[config.mk]
export PLATFORM = sky130hd
export DESIGN_NAME = unified_mem_arbiter
export DESIGN_NICKNAME = d
export VERILOG_FILES = /design/src/rtl/unified_mem_arbiter.sv
export SDC_FILE = /design/constraint.sdc
export NUM_CORES = 1
export LEC_CHECK = 0
export ABC_CLOCK_PERIOD_IN_PS = 4770
export CORE_AREA = 3 3 123 125
export DETAILED_ROUTE_END_ITERATION = 12
export DIE_AREA = 0 0 126 128
export GPL_TIMING_DRIVEN = 0
export PLACE_DENSITY = 0.81
export RECOVER_POWER = 50
export SKIP_LAST_GASP = 1
export SYNTH_ARGS = -nofsm -noshare
export SYNTH_HDL_FRONTEND = slang
export SYNTH_SLANG_ARGS = --single-unit
[constraint.sdc]
create_clock -name clk -period 4.77 [get_ports clk]
set_input_delay 0.477 -clock clk [delete_from_list [all_inputs] [get_ports clk]]
set_output_delay 0.477 -clock clk [all_outputs]
set_load 0.1 [all_outputs]
[src/rtl/unified_mem_arbiter.sv]
// unified_mem_arbiter: shares one single-port memory between instruction fetch
// and the load/store stage. Data accesses win arbitration unless fetch has been
// passed over STARVE_LIMIT times in a row. Accesses that never see ram_ready
// are aborted after TIMEOUT cycles and raise a sticky error flag.
module unified_mem_arbiter #(
    parameter int STARVE_LIMIT = 4,
    parameter int TIMEOUT      = 64
) (
    input  logic        clk,
    input  logic        reset,
    // instruction fetch port
    input  logic        if_req,
    input  logic [31:0] if_addr,
    output logic [31:0] if_rdata,
    output logic        if_done,
    output logic        if_stall,
    // data port
    input  logic        dm_req,
    input  logic        dm_we,
    input  logic [31:0] dm_addr,
    input  logic [31:0] dm_wdata,
    output logic [31:0] dm_rdata,
    output logic        dm_done,
    output logic        dm_stall,
    // memory side
    output logic        ram_en,
    output logic        ram_we,
    output logic [31:0] ram_addr,
    output logic [31:0] ram_wdata,
    input  logic [31:0] ram_rdata,
    input  logic        ram_ready,
    // status
    output logic        err
);

    localparam logic [3:0] STARVE_MAX = 4'(STARVE_LIMIT);
    localparam logic [7:0] WAIT_MAX   = 8'(TIMEOUT - 1);

    typedef enum logic [1:0] {
        IDLE,
        DACC,
        IACC,
        DONE
    } state_t;

    state_t     r_state;
    state_t     w_next;
    logic       w_grant_dm;
    logic       w_grant_if;
    logic       w_finish;
    logic       w_abort;
    logic [3:0] r_starve_cnt;
    logic [7:0] r_wait_cnt;

    // Stall levels are purely combinational so the pipeline frees up in the done cycle itself.
    assign if_stall = if_req & ~if_done;
    assign dm_stall = dm_req & ~dm_done;

    // Next-state logic: arbitration in IDLE, completion/abort during an access, DONE always lasts one cycle.
    always_comb begin
        w_next     = r_state;
        w_grant_dm = 1'b0;
        w_grant_if = 1'b0;
        w_finish   = 1'b0;
        w_abort    = 1'b0;
        case (r_state)
            IDLE: begin
                if (dm_req && if_req && (r_starve_cnt == STARVE_MAX)) begin
                    w_grant_if = 1'b1;
                    w_next     = IACC;
                end else if (dm_req) begin
                    w_grant_dm = 1'b1;
                    w_next     = DACC;
                end else if (if_req) begin
                    w_grant_if = 1'b1;
                    w_next     = IACC;
                end
            end
            DACC, IACC: begin
                if (ram_ready) begin
                    w_finish = 1'b1;
                    w_next   = DONE;
                end else if (r_wait_cnt == WAIT_MAX) begin
                    w_abort = 1'b1;
                    w_next  = DONE;
                end
            end
            DONE: begin
                w_next = IDLE;
            end
            default: begin
                w_next = IDLE;
            end
        endcase
    end

    // State register.
    always_ff @(posedge clk or posedge reset) begin
        if (reset) begin
            r_state <= IDLE;
        end else begin
            r_state <= w_next;
        end
    end

    // Memory-side latches, read-data capture, done pulses, wait counter and sticky error.
    always_ff @(posedge clk or posedge reset) begin
        if (reset) begin
            ram_en     <= 1'b0;
            ram_we     <= 1'b0;
            ram_addr   <= 32'h0;
            ram_wdata  <= 32'h0;
            if_rdata   <= 32'h0;
            dm_rdata   <= 32'h0;
            if_done    <= 1'b0;
            dm_done    <= 1'b0;
            err        <= 1'b0;
            r_wait_cnt <= 8'h0;
        end else begin
            if_done <= 1'b0;
            dm_done <= 1'b0;
            if (w_grant_dm) begin
                ram_en     <= 1'b1;
                ram_we     <= dm_we;
                ram_addr   <= dm_addr;
                ram_wdata  <= dm_wdata;
                r_wait_cnt <= 8'h0;
            end else if (w_grant_if) begin
                ram_en     <= 1'b1;
                ram_we     <= 1'b0;
                ram_addr   <= if_addr;
                ram_wdata  <= 32'h0;
                r_wait_cnt <= 8'h0;
            end else if (w_finish || w_abort) begin
                ram_en <= 1'b0;
                ram_we <= 1'b0;
                if (r_state == IACC) begin
                    if_rdata <= w_finish ? ram_rdata : 32'h0;
                    if_done  <= 1'b1;
                end else begin
                    dm_rdata <= w_finish ? ram_rdata : 32'h0;
                    dm_done  <= 1'b1;
                end
                if (w_abort) begin
                    err <= 1'b1;
                end
            end else if ((r_state == DACC) || (r_state == IACC)) begin
                r_wait_cnt <= r_wait_cnt + 8'd1;
            end
        end
    end

    // Starvation counter: counts data grants that bypassed a waiting fetch, saturating at the limit.
    always_ff @(posedge clk or posedge reset) begin
        if (reset) begin
            r_starve_cnt <= 4'h0;
        end else if (w_grant_if) begin
            r_starve_cnt <= 4'h0;
        end else if (w_grant_dm && if_req) begin
            if (r_starve_cnt != STARVE_MAX) begin
                r_starve_cnt <= r_starve_cnt + 4'd1;
            end
        end else if ((r_state == IDLE) && !if_req) begin
            r_starve_cnt <= 4'h0;
        end
    end

endmodule

==> impl_metrics.json <==
{
  "critical_path_class": "in -> reg",
  "holdPathStages": 1,
  "hold_class": "reg -> reg",
  "synth_xor_area_frac": 0.007367,
  "synth_edf_count": 0,
  "tightestPinTransition_ns": 2.776,
  "yosys_register_bits": 147,
  "synthMuxAreaShare": 0.008630,
  "clock_sinks": 147,
  "portBuffers": 268,
  "maxCapViolations": 1,
  "post_synth_fa_ha_maj_area_fraction": 0.01263,
  "nNetsFinal": 927,
  "crit_top_cell": "clkbuf_1",
  "synthSimpleGateAreaFrac": 0.07977,
  "wirelength_um": 18430,
  "post-route-util": 0.6757,
  "synth_area_per_cell_um2": 11.91,
  "slowest_delay_ns": 0.63,
  "rr_worst_depth": 8,
  "grt_pass1_wl_um": 29350,
  "path_delay_family": "buffers and inverters",
  "cp.required_ns": 5.06,
  "maxSlewHeadroom": -0.8606,
  "end_kind": "flop",
  "synthCells": 499,
  "cp_slowest_cell": "dlygate4sd3_1",
  "core_area_um2": 13990,
  "wl_per_cell_um": 18.85,
  "hpwl_um": 13670,
  "arrival_ns": 3.23,
  "first_pass_iters": 5,
  "cts.reportedPaths.clkPinSlew_ns": 0.06,
  "fin_area_um2": 9452,
  "syn_to_final_growth_pct": 59.00,
  "finClkSkew_ns": 0.007364,
  "syn-num-nets": 639,
  "setup_violations": 0,
  "postRouteAntennaNets": 0,
  "drive_gt1_frac": 0.05639,
  "die-area_um2": 16130,
  "status": "finished with violations",
  "ys_seq_area_frac": 0.6188,
  "synth_compound_area_frac": 0.2360,
  "numCtsBuffers": 17,
  "antenna_cells": 0,
  "cts_resized": 0,
  "timing.final.crit_share": 0.6160,
  "postCtsHoldBufs": 0,
  "synth.distinct_cells": 40,
  "synth_ff_type": "dfrtp_1",
  "rsz0062_at_grt": "no",
  "mostFrequentLayoutCells": "clkdlybuf4s50_1 (266), dfrtp_1 (147), a21oi_1 (67), a32o_1 (65), nor2_1 (41)",
  "dpl-instance-area_um2": 8885,
  "violations": "capacitance limit, slew limit",
  "path_max_fanout": 10,
  "path_buf_inv": 3,
  "async_flop_share": 1.000,
  "slew_viol_final": 61,
  "vias_per_cell": 5.441,
  "grt_pass1_vias": 5677,
  "start_kind": "primary input",
  "synth_area_um2": 5944,
  "ios": 269,
  "final_common_cell": "clkdlybuf4s50_1",
  "fillers": 1054,
  "cp_cell_sequence": "dlygate4sd3_1 -> o21a_1 -> clkbuf_1 -> nor3_1 -> o21ai_0 -> clkbuf_1 -> a32o_1",
  "overflow": 0,
  "period_needed_ns": 2.938,
  "cts_buffer_depth": 2,
  "gp_congestion": 0.9315,
  "clock_latency_ns": 0.41,
  "root_buffer": "clkbuf_16",
  "dr.first_iter.drc_count": 291,
  "die_w_um": 126,
  "hold_violations": 0,
  "yosys_warnings": 0,
  "synth_top_family_by_area": "compound AO/OA/AOI/OAI gates",
  "tritoncts": "built",
  "rows": 43,
  "die_h_um": 128,
  "path_depth": 7,
  "grt_max_degree": 88,
  "post_cts_buffers": 0,
  "max_freq_mhz": 340.3,
  "num_vias": 5321,
  "start_util": 0.4250,
  "grt.total_usage": 0.2265,
  "cts.htree.levels": 4,
  "drc": 0,
  "grt_antenna_before_repair": 0
}
cells by family after synthesis:
family | Yosys count
AO/OA/AOI/OAI | 183
XOR/XNOR | 5
adder cells (fa/ha/maj) | 6
buffers and inverters | 51
flip-flops | 147
multiplexers | 5
AND/OR/NAND/NOR | 102
worst register-to-register path, cell delays in order (launching register included):
cell and delay (ns):
dfrtp_1 0.34, inv_1 0.07, ha_1 0.24, o21a_1 0.12, clkbuf_1 0.23, nor3_1 0.57, o21ai_0 0.46, clkbuf_1 0.36
a32o_1 0.29
metrics by stage:
step	setup slack (ns)	TNS, ns	hold WS (ns)	cells
2_1_floorplan	0.3417	0	0.4537	499
3_3_place_gp	-1.420	-207.22	0.4520	947
3_5_place_dp	1.895	0	0.4575	948
4_1_cts	1.870	0	0.4707	978
5_1_grt	1.687	0	0.4990	978
6_report	1.832	0	0.4646	978
final timing paths:
| kind | endpoint | from | slack, ns |
|---|---|---|---|
| worst min-delay path | err | err | 0.46 |
| worst min register to register | err | err | 0.46 |
| worst max-delay path | dm_rdata[7] | dm_req | 1.83 |
| max in group asynchronous | dm_rdata[1] | reset | 2.20 |
| worst max register to register | dm_rdata[7] | r_state[0] | 1.98 |
| min in group asynchronous | ram_wdata[10] | reset | 1.31 |
cell usage after synthesis (3+ instances only):
cell      count  area share
a211oi_1      3      0.0038
dfrtp_1     147        0.62
buf_2        22       0.019
a32o_1       65        0.11
nand3_1       5      0.0042
o21ai_1       5      0.0042
a22o_1       32       0.047
inv_1         7      0.0044
mux2i_1       4      0.0067
nor2b_1       3      0.0032
clkbuf_1     18       0.011
nor2_1       41       0.026
a21oi_1      66       0.056
nand2_1      36       0.023
xnor2_1       5      0.0074
ha_1          6       0.013
and2_1        3      0.0032
metal layers:
metal  global-route usage  part of all wire  up-vias  wire length [um]
li1                     -                 -     2438                 -
met1               0.2710              0.39     2640              7122
met2               0.3897              0.51      221              9400
met3              0.07458             0.089       22              1633
met4              0.07129             0.015        0               276
met5                    0                 0        -                 0
state kept, by name (all words and copies together) (netlist names):
signal and count:
ram_en 1, ram_we 1, dm_done 1, err 1, if_done 1, ram_addr 32, if_rdata 32, ram_wdata 32
r_starve_cnt 4, r_state 2, dm_rdata 32, r_wait_cnt 8
cell type report:
class / count / area, um^2 / share of cell area
multi-input combinational: 301 / 2024 / 0.2142
clock inverter: 10 / 158.9 / 0.01681
tap: 180 / 225.2 / 0.02383
clock buffer: 20 / 446.7 / 0.04726
sequential: 147 / 3679 / 0.3892
buffer: 42 / 172.7 / 0.01827
timing repair buffer: 269 / 2710 / 0.2867
inverter: 9 / 35.03 / 0.003707
Power is not shown: default switching activity piles up to over one toggle a cycle in this logic, so the estimate is an artifact.
